[config.mk]
export PLATFORM = sky130hd
export DESIGN_NAME = lcm_unit
export DESIGN_NICKNAME = d
export VERILOG_FILES = /design/src/rtl/lcm_unit.sv
export SDC_FILE = /design/constraint.sdc
export NUM_CORES = 1
export LEC_CHECK = 0
export BUFFER_PORTS_ARGS = -buffer_cell sky130_fd_sc_hd__buf_2
export CORE_MARGIN = 4
export CORE_UTILIZATION = 50
export DETAILED_ROUTE_END_ITERATION = 8
export PLACE_DENSITY = 0.7
export SLEW_MARGIN = 25
export SYNTH_ARGS = -nofsm -noshare
export SYNTH_HDL_FRONTEND = slang
export SYNTH_SLANG_ARGS = --single-unit
export TNS_END_PERCENT = 1
[constraint.sdc]
create_clock -name clk -period 5.5 [get_ports clk]
set_input_delay 1.375 -clock clk [delete_from_list [all_inputs] [get_ports clk]]
set_output_delay 1.375 -clock clk [all_outputs]
set_load 0.005 [all_outputs]
[src/rtl/lcm_unit.sv]
// lcm_unit: LCM(a,b) = (a/g)*b from a GCD result, via a W-cycle restoring
// divider followed by a W-cycle shift-add multiplier.
// Ports: clk, rst_n (async, active low); in_valid/in_ready with a_in,
//   b_in, g_in (W bits, unsigned); out_valid/out_ready with lcm_out (2W)
//   and err (g_in was zero, lcm_out forced to 0).
module lcm_unit #(
   parameter int W = 8
) (
   input  logic           clk,
   input  logic           rst_n,
   input  logic           in_valid,
   output logic           in_ready,
   input  logic [W-1:0]   a_in,
   input  logic [W-1:0]   b_in,
   input  logic [W-1:0]   g_in,
   output logic           out_valid,
   input  logic           out_ready,
   output logic [2*W-1:0] lcm_out,
   output logic           err
);

   localparam int CW = (W > 1) ? $clog2(W) : 1;
   localparam logic [CW-1:0] LAST = CW'(W - 1);

   typedef enum logic [1:0] {
      IDLE,
      DIV,
      MUL,
      DONE
   } state_t;

   state_t state, state_nx;

   logic [CW-1:0]  cnt;
   logic [W-1:0]   a_sh;
   logic [W-1:0]   b_r;
   logic [W-1:0]   g_r;
   logic [W-1:0]   q;
   logic [W:0]     rem;
   logic [W:0]     rem_sh;
   logic [W:0]     rem_sub;
   logic           take;
   logic [2*W-1:0] acc;
   logic [2*W-1:0] acc_nx;
   logic [W:0]     sum;
   logic [2*W-1:0] lcm_q;
   logic           err_q;
   logic           last;

   assign last = (cnt == LAST);

   // Divider step: a is consumed MSB first from a left-shifting copy, so
   // the quotient bit for a[W-1-i] lands in q's LSB and ends up in place.
   assign rem_sh  = (rem << 1) | {{W{1'b0}}, a_sh[W-1]};
   assign rem_sub = rem_sh - {1'b0, g_r};
   assign take    = (rem_sh >= {1'b0, g_r});

   // Multiplier step: add b into the upper half, then shift right with
   // the carry moving into the top bit of the 2W accumulator.
   assign sum    = {1'b0, acc[2*W-1:W]} + (q[0] ? {1'b0, b_r} : '0);
   assign acc_nx = {sum, acc[W-1:1]};

   always_ff @(posedge clk or negedge rst_n) begin
      if (!rst_n) begin
         state <= IDLE;
      end else begin
         state <= state_nx;
      end
   end

   always_comb begin
      state_nx  = state;
      in_ready  = 1'b0;
      out_valid = 1'b0;
      unique case (state)
         IDLE: begin
            in_ready = 1'b1;
            if (in_valid) begin
               state_nx = (g_in == '0) ? DONE : DIV;
            end
         end
         DIV: begin
            if (last) begin
               state_nx = MUL;
            end
         end
         MUL: begin
            if (last) begin
               state_nx = DONE;
            end
         end
         DONE: begin
            out_valid = 1'b1;
            if (out_ready) begin
               state_nx = IDLE;
            end
         end
         default: state_nx = IDLE;
      endcase
   end

   always_ff @(posedge clk or negedge rst_n) begin
      if (!rst_n) begin
         cnt   <= '0;
         a_sh  <= '0;
         b_r   <= '0;
         g_r   <= '0;
         q     <= '0;
         rem   <= '0;
         acc   <= '0;
         lcm_q <= '0;
         err_q <= 1'b0;
      end else begin
         unique case (state)
            IDLE: begin
               if (in_valid) begin
                  a_sh  <= a_in;
                  b_r   <= b_in;
                  g_r   <= g_in;
                  q     <= '0;
                  rem   <= '0;
                  acc   <= '0;
                  cnt   <= '0;
                  lcm_q <= '0;
                  err_q <= (g_in == '0);
               end
            end
            DIV: begin
               rem  <= take ? rem_sub : rem_sh;
               q    <= {q[W-2:0], take};
               a_sh <= a_sh << 1;
               cnt  <= last ? '0 : cnt + 1'b1;
            end
            MUL: begin
               acc <= acc_nx;
               q   <= q >> 1;
               cnt <= last ? '0 : cnt + 1'b1;
               if (last) begin
                  lcm_q <= acc_nx;
               end
            end
            DONE: begin
               if (out_ready) begin
                  lcm_q <= '0;
                  err_q <= 1'b0;
               end
            end
            default: ;
         endcase
      end
   end

   assign lcm_out = lcm_q;
   assign err     = err_q;

endmodule

# Yosys cells after proc, flatten, opt, wreduce, memory -nomap -nowiden
# Index checks and enable logic that the tools add are counted.
dict set report totals {
  out_inout_bits 19
  elab_cells 67
  ff_bits 78
}
dict set report classes {
  eq_ne 8
  n_addsub 3
  bitwise 1
  n_reduce_logical 17
  muxes 27
  magnitude_cmp 1
}
# cell n
set ops {}
lappend ops {{$mux W16} 3}
lappend ops {{$pmux W16 S3} 1}
lappend ops {{$mux W8} 5}
lappend ops {{$pmux W16 S2} 1}
lappend ops {{$pmux W8 S2} 2}
lappend ops {{$pmux W8 S3} 1}
lappend ops {{$mux W2} 5}
lappend ops {{$reduce_and A2 Y1} 5}
lappend ops {{$add A8 B8 Y9} 1}
lappend ops {{$ge A9 B8 Y1} 1}
lappend ops {{$or A9 B1 Y9} 1}
lappend ops {{$logic_not A8 Y1} 1}
lappend ops {{$ne A2 B2 Y1 const B} 4}
lappend ops {{$pmux W2 S4} 1}
lappend ops {{$reduce_and A4 Y1} 2}
lappend ops {{$reduce_bool A2 Y1} 4}
lappend ops {{$sub A8 B8 Y8} 1}
lappend ops {{$mux W3} 2}
lappend ops {{$pmux W3 S2} 1}
lappend ops {{$reduce_bool A3 Y1} 2}
lappend ops {{$eq A2 B2 Y1 const B} 2}
lappend ops {{$mux W1} 4}
lappend ops {{$add A3 B1 Y3 const B} 1}
lappend ops {{$eq A3 B3 Y1 const B} 1}
lappend ops {{other kinds (5)} 5}

# Depth between registers and ports, before layout
# Gate-level depths: netlist (run 1).
dict set report depth {
  word_depth 4
  mapped_depth 10
  depth_no_buf 10
}

# Worst setup path before layout (run 1)
# OpenSTA, ideal clock, no wires.
dict set report synth_path {
  kind {input to register}
  start {input port in_valid}
  end {register b_r[2]}
  arrival_time_ps 2129
  path_slack_ps 3247
  stages 3
  path_buffers 1
  required_time_ps 5375
  path_cell_list {nand2_1 -> buf_2 -> mux2_2}
}
dict set report synth_between {
  elab_chain_cells 1
}
# element line
set synth_rtl {}
lappend synth_rtl {{start: declaration} 11} ;# input logic in_valid,
lappend synth_rtl {{$reduce_and A2 Y1 (no source line)} n/a}
lappend synth_rtl {{end signal: assignment} 118} ;# b_r <= b_in;
lappend synth_rtl {{end: declaration} 36} ;# logic [W-1:0] b_r;
# No other way between the ends.
# A chain may end at the register's enable or synchronous reset.

# Worst setup path after layout (run 1)
dict set report layout_path {
  start {register state[0]}
  end {output port in_ready}
}
dict set report layout_between {
  elab_chain_cells 2
}
# element line
set layout_rtl {}
lappend layout_rtl {{start: declaration} 32} ;# state_t state, state_nx;
lappend layout_rtl {{start signal: assignment} 67} ;# state <= state_nx;
lappend layout_rtl {{$logic_not A2 Y1} 75} ;# unique case (state)
lappend layout_rtl {{$mux W1} 75}
lappend layout_rtl {{end: declaration} 12} ;# output logic in_ready,
# No other way between the ends.

==> out/metrics.cfg, run 1 <==
[sta]
fmax_ghz=0.336
period_share=0.541
worstMarginPinSlew_ns=0.937
skew_ns=0.0108
fin_crit_ns=2.98
rsz0062_at_grt=false
slew_headroom=0.375
fin_hold_ws_ns=0.477
tns_ns=0
drv_slew=0
setup_viol=0
hold_viol=0
setup_slack_ns=2.52

[cts]
clockRootBuffer=clkbuf_8
insertion_delay_ns=0.36
cts_buffer_depth=2
ctsHoldBuffers=0
cts_tree=built
clkSlewWorstSetupHoldPaths_ns=0.09
cts_buffers=9
post_cts_buffers=0
cts-resized-gates=0
cts_sinks=77
ctsHtreeMaxLevel=3

[synthesis]
synth_top_family_by_area=compound AO/OA/AOI/OAI gates
yosysTopAreaCellShare=0.474
synth.yosys.seq_area_share=0.474
synth_top_area_cell=dfrtp_1
synthAdderAreaFrac=0.0776
synthXorXnorAreaFrac=0.0129
synth_flop_cell=dfrtp_1
synth_edf_count=0
synthMuxAreaShare=0.0831
avgSynthCellArea_um2=10.4
async_flop_share=1.00
post_synth_main_area_contributors=dfrtp_1 47%, ha_1 6.8%, nand2_1 5.3%, o21ai_0 4.8%, mux2_2 4.7%
yosys_warnings=0
yosysUniqueCellTypes=58
synthCells=391
yosys.area_share.simple=0.130
synth_nets=443
synth_compound_area_frac=0.183
ys_ff_latch=77
syn_area_um2=4070

[drt]
wl_met1_um=3850
routedWlPerCell_um=14.6
met3_length_um=316
drtIter0Drc=114
route.met2.wl_um=3620
viasPerCell=5.46
postRouteAntennaNets=0
finalWirelength_um=7870
topRoutingLayerUsed=met4
drt_pass1_iterations=4
vias=2946
drc=0

[final_layout]
antennaDiodeCount=0
drive_gt1_frac=0.219
final_common_cell=dfrtp_1
nets=485
final_cell_mix=77 x dfrtp_1, 57 x nand2_1, 45 x buf_2
stdcell_area_um2=4560
area_growth_pct=12.2

[setup_path]
cp_max_fo=13
critPathLaunchType=flop
worstPathArrival_ns=1.60
worstPathRequired_ns=4.12
end_kind=output pin
setup.worst_path.class=flop to output pin

[placement]
dp_hpwl_um=5580
dpl_worst_slack_ns=2.64
portBuffers=46
dpl-instance-area_um2=4350
routabilityCongestion=0.804

[global_route]
grt_overflow=0
grt_use_total=0.178
antenna_found_initial=0
grt_pass1_wl_um=14000
grt_pass1_vias=2852
grt_max_degree=78

[die]
initial_core_util=0.521
die_w_um=98.2
die_height_um=98.2
num_rows=32
core_um2=7810
die_area_um2=9640
num_io_pins=47

[flow_run]
drv_cap=0

[hold_path]
hold_path.class=flop to flop

[power_and_ir_drop]
vdd_drop_max_mv=0.321
p_per_area_nw_per_um2=526
p_leak_nw=2.18

[run_status]
status=finished, final reports clean

[worst paths after layout]
kind                       depth (start not counted)  slack [ns]     endpoint  startpoint
setup reg to reg                                   6        2.98  lcm_out[15]    state[0]
min in group asynchronous                          1        1.02   lcm_out[6]       rst_n
setup / recovery                                   3        2.52     in_ready    state[0]
max in group asynchronous                          1        4.00       b_r[1]       rst_n
hold reg to reg                                    2        0.48   lcm_out[7]  lcm_out[7]
hold / removal                                     2        0.48   lcm_out[7]  lcm_out[7]
[cells by family (layout without fill, tap and decap cells)]
kind of cell	after synthesis	after routing
mux	31	31
fa+ha+maj	24	24
xor+xnor	6	6
flops	77	77
buf+inv	37	84
compound gates	109	109
simple gates	107	107
[registers in the layout, indices dropped and copies added, names as in the netlist]
register	count
rem	8
lcm_out	16
err	1
state	2
acc	15
g_r	8
b_r	8
cnt	3
a_sh	8
q	8
[layer usage]
metal	global-route usage	up-vias
met4	0.0420	0
met5	0	-
met3	0.0586	6
li1	-	1468
met2	0.274	45
met1	0.246	1427
[cell type report]
cell class	count	area [um2]
flip-flops and latches	77	1930
well taps	102	128
inverters	21	78.8
clock buffers	10	138
fillers	681	3250
clock inverters	6	70.1
repair buffers	47	244
multi-input cells	277	1970
[cells in the mapped netlist (3+ instances only)]
cell and count:
nor3_1 3, inv_1 21, mux2_2 17, nor2b_1 7, clkbuf_1 8, a21o_1 3
xnor2_1 4, dfrtp_1 77, mux2i_1 12, a32oi_1 3, nand3_1 3, ha_1 22
nor2_1 8, nand2_1 57, o21ai_1 8, and2_1 10, buf_2 5, o31ai_1 3
a21oi_1 9, nor4_1 3, a22oi_1 7, a21oi_2 3, o21ai_0 39, a22o_1 16
nand2b_1 4
[critical path: stages (launching register included)]
cell     delay [ns]
dfrtp_1        0.42
inv_1          0.10
ha_1           0.50
buf_2          0.22
[through the flow]
step / total power [mW] / util / cells
after CTS: 2.41 / 0.583 / 540
final: 2.40 / 0.584 / 540
after global routing: 2.61 / 0.584 / 540
after floorplan: 1.75 / - / 391
after detailed placement: 1.96 / 0.557 / 524
after global placement: 1.93 / 0.557 / 524
[power breakdown]
group	leakage, nW	internal [mW]	switching [mW]
clock network	0.0955	0.225	0.226
logic	1.07	0.460	0.663
registers	1.02	0.723	0.100
Power figures use the tool's default switching activity.
==> inputs of run 2 (changes only) <==
PLACE_DENSITY = 0.73   (was 0.7)
clock period = 2.5 ns   (was 5.5 ns; I/O delays follow)
==> out/metrics.cfg, run 2 (synthesis results as in run 1) <==
[placement]
routabilityCongestion=0.891
dp_hpwl_um=6230
dpl_worst_slack_ns=0.291
dp_cells=533
portBuffers=46

[power_and_ir_drop]
p_per_area_nw_per_um2=1150
power.total_mw=5.32
p_sw_frac=0.425
vdd_drop_max_mv=0.582
seqPwrFrac=0.341
pwr-share-clk=0.166
combinationalPowerShare=0.493
p_sw_mw=2.26
p_leak_nw=2.23
p_int_mw=3.06

[cts]
ctsHtreeMaxLevel=3
ctsHoldBuffers=0
cts_sinks=77
cts_buffers=9
clkSlewWorstSetupHoldPaths_ns=0.09
cts_tree=built
cts-resized-gates=0
insertion_delay_ns=0.36
post_cts_buffers=0
cts_buffer_depth=2
clockRootBuffer=clkbuf_8

[final_layout]
finalNonFillerCells=549
final_cell_mix=77 x dfrtp_1, 57 x nand2_1, 45 x buf_2
antennaDiodeCount=0
largest_reg_flops=16
nets=494
final_common_cell=dfrtp_1
area_growth_pct=13.4
drive_gt1_frac=0.235

[setup_path]
setup.worst_path.class=flop to flop
end_kind=flop
slowest_stage=fa_1
worstPathArrival_ns=2.50
worstPathRequired_ns=2.74
cp_max_fo=3
critPathMaxStageDelay_ns=0.41
crit_chain=and2_1 > ha_1 > inv_1 > fa_1 > nor2b_1 > o31ai_1 > a21o_1 > a21boi_1 > a21oi_1 > a22o_1
critPathLaunchType=flop

[hold_path]
hold_path.class=input port to async pin

[sta]
worstMarginPinSlew_ns=0.622
setup_viol=0
hold_viol=0
setup_slack_ns=0.246
fin_hold_ws_ns=0.208
drv_slew=0
rsz0062_at_grt=false
slew_headroom=0.582
period_share=0.901
fmax_ghz=0.444
skew_ns=0.0118
tns_ns=0
fin_crit_ns=2.25

[drt]
vias=3038
postRouteAntennaNets=0
viasPerCell=5.53
finalWirelength_um=8410
drtIter0Drc=157
drc=0
drt_pass1_iterations=4
routedWlPerCell_um=15.3

[die]
core_um2=7810
die_area_um2=9640
die_height_um=98.2
initial_core_util=0.521
num_io_pins=47
die_w_um=98.2
num_rows=32

[global_route]
grt_pass1_vias=2991
antenna_found_initial=0
grt_overflow=0
grt_max_degree=44
grt_pass1_wl_um=14600
grt_use_total=0.187

[run_status]
status=finished, final reports clean

[flow_run]
drv_cap=0

==> run 2: final timing paths <==
path / depth (start not counted) / end / slack, ns / from
max reg2reg: 10 / lcm_out[13] / 0.25 / b_r[0]
min in group clk: 2 / lcm_out[4] / 0.48 / lcm_out[4]
max in group asynchronous: 2 / g_r[5] / 1.70 / rst_n
max: 10 / lcm_out[13] / 0.25 / b_r[0]
min: 1 / lcm_out[5] / 0.21 / rst_n
min reg2reg: 2 / lcm_out[4] / 0.48 / lcm_out[4]
==> run 2: layout make-up <==
cell class                      instances  area (um2)
Clock buffer                            9         124
Clock inverter                          7        56.3
Fill cell                             703        3200
Inverter                               21        78.8
Multi-Input combinational cell        277        1970
Sequential cell                        77        1930
Tap cell                              102         128
Timing Repair Buffer                   56         320
==> run 2: power by group through the flow <==
| stage | sequential [mW] | combinational (mW) | clock, mW |
|---|---|---|---|
| floorplan | 1.77 | 2.07 | 0 |
| global placement | 1.82 | 2.54 | 0 |
| detailed placement | 1.83 | 2.63 | 0 |
| CTS | 1.81 | 2.64 | 0.907 |
| global route | 1.85 | 2.97 | 0.970 |
| finish | 1.81 | 2.62 | 0.884 |
==> run 2: per-stage QoR <==
step	instance area, um2	util
floorplan	4070	-
global placement	4430	0.567
detailed placement	4430	0.567
CTS	4610	0.590
global route	4610	0.590
finish	4610	0.590
==> run 2: critical path: cells and delay by family, from the launching register on <==
kind / cells / cell delay (ns)
AOI/OAI and AO/OA: 5 / 0.80
DFF: 1 / 0.35
adders and majority gates: 2 / 0.61
buffers and inverters: 1 / 0.07
and+or+nand+nor: 2 / 0.31
==> run 2: layer usage <==
| layer | track usage | share of wire | vias up |
|---|---|---|---|
| li1 | - | - | 1486 |
| met4 | 0.0557 | 0.012 | 0 |
| met2 | 0.291 | 0.47 | 86 |
| met5 | 0 | 0 | - |
| met3 | 0.0464 | 0.063 | 12 |
| met1 | 0.260 | 0.46 | 1454 |
==> inputs of run 3 (changes only) <==
RECOVER_POWER = 50   (was default)
==> out/metrics.cfg, run 3 (synthesis results as in run 1) <==
[run_status]
status=finished, violations left
violations=max-capacitance violations, max-slew violations

[die]
num_io_pins=47
die_w_um=98.2
die_area_um2=9640
initial_core_util=0.521
core_um2=7810
num_rows=32
die_height_um=98.2

[cts]
post_cts_buffers=0
insertion_delay_ns=0.36
clkSlewWorstSetupHoldPaths_ns=0.09
clockRootBuffer=clkbuf_8
ctsHoldBuffers=0
cts_buffer_depth=2
cts_tree=built
cts_sinks=77
cts_buffers=9
cts-resized-gates=0
ctsHtreeMaxLevel=3

[sta]
fmax_ghz=0.444
period_share=0.901
rsz0062_at_grt=false
hold_viol=0
drv_slew=35
tns_ns=0
worstMarginPinSlew_ns=1.96
fin_crit_ns=2.25
setup_viol=0
skew_ns=0.0118
slew_headroom=-0.304

[setup_path]
cp_max_fo=3
end_kind=flop
setup.worst_path.class=flop to flop
path_buf_inv=1
critPathMaxStageDelay_ns=0.41
worstPathArrival_ns=2.50
crit_chain=and2_1 > ha_1 > inv_1 > fa_1 > nor2b_1 > o31ai_1 > a21o_1 > a21boi_1 > a21oi_1 > a22o_1
critPathLaunchType=flop
worstPathRequired_ns=2.74
slowest_stage=fa_1
cp_top_family=compound AO/OA/AOI/OAI gates

[global_route]
grt_max_degree=44
grt_pass1_wl_um=14600
antenna_found_initial=0
grt_overflow=0
grt_pass1_vias=2991
grt_use_total=0.187

[power_and_ir_drop]
p_per_area_nw_per_um2=1150
p_leak_nw=2.22
power.total_mw=5.31
vdd_drop_max_mv=0.582

[drt]
drt_pass1_iterations=4
drc=0
viasPerCell=5.53
routedWlPerCell_um=15.3
finalWirelength_um=8410
drtIter0Drc=157
vias=3037
postRouteAntennaNets=0

[placement]
routabilityCongestion=0.891
portBuffers=46
dp_hpwl_um=6230

[final_layout]
area_growth_pct=13.2
num-fill-cells=707
nets=494
final_cell_mix=77 x dfrtp_1, 57 x nand2_1, 45 x buf_2
antennaDiodeCount=0
largest_reg_flops=16
final_common_cell=dfrtp_1
drive_gt1_frac=0.230

[hold_path]
hold_path.class=flop to flop

[flow_run]
drv_cap=1

[run 3: cell count changes in the layout (fill, tap and decap cells not counted)]
cell,change
clkbuf_1,+2
buf_4,-2
[run 3: tightest hold or removal path: stages, from the launching register on]
cell     delay (ns)
dfrtp_1        0.35
nand2_1        0.04
o21ai_0        0.06
[run 3: routing by layer]
metal,up-vias,wire length [um],GRT usage
met5,-,0,0
met4,0,104,0.0557
met3,12,531,0.0464
met2,86,3920,0.291
met1,1453,3860,0.260
li1,1486,-,-
[run 3: worst paths after layout]
kind / from / cells past startpoint / end / slack, ns
setup / recovery: b_r[0] / 10 / lcm_out[13] / 0.25
hold / removal: lcm_out[4] / 2 / lcm_out[4] / 0.48
setup reg to reg: b_r[0] / 10 / lcm_out[13] / 0.25
hold reg to reg: lcm_out[4] / 2 / lcm_out[4] / 0.48
max in group asynchronous: rst_n / 1 / q[7] / 0.56
min in group asynchronous: rst_n / 1 / lcm_out[5] / 0.80
[run 3: area by class of cell]
class	instances	area, um2	share of cell area
Clock buffer	9	124	0.0269
Clock inverter	7	56.3	0.0122
Inverter	21	78.8	0.0171
Multi-Input combinational cell	277	1970	0.429
Sequential cell	77	1930	0.419
Tap cell	102	128	0.0277
Timing Repair Buffer	56	313	0.0680
[run 3: per-stage QoR]
step | setup slack, ns | cell area (um2) | cells | utilization | hold WS [ns]
after global placement | 0.412 | 4430 | 533 | 0.567 | 0.459
after floorplan | 0.385 | 4070 | 391 | - | 0.329
final | 0.246 | 4600 | 549 | 0.589 | 0.481
after CTS | 0.260 | 4610 | 549 | 0.590 | 0.219
after detailed placement | 0.291 | 4430 | 533 | 0.567 | 0.469
after global routing | 0.118 | 4600 | 549 | 0.589 | 0.483
[run 3: power breakdown]
part           switching, mW  internal (mW)  total, mW
combinational           1.53           1.09       2.62
sequential             0.222           1.59       1.81
clock                  0.507          0.376      0.884
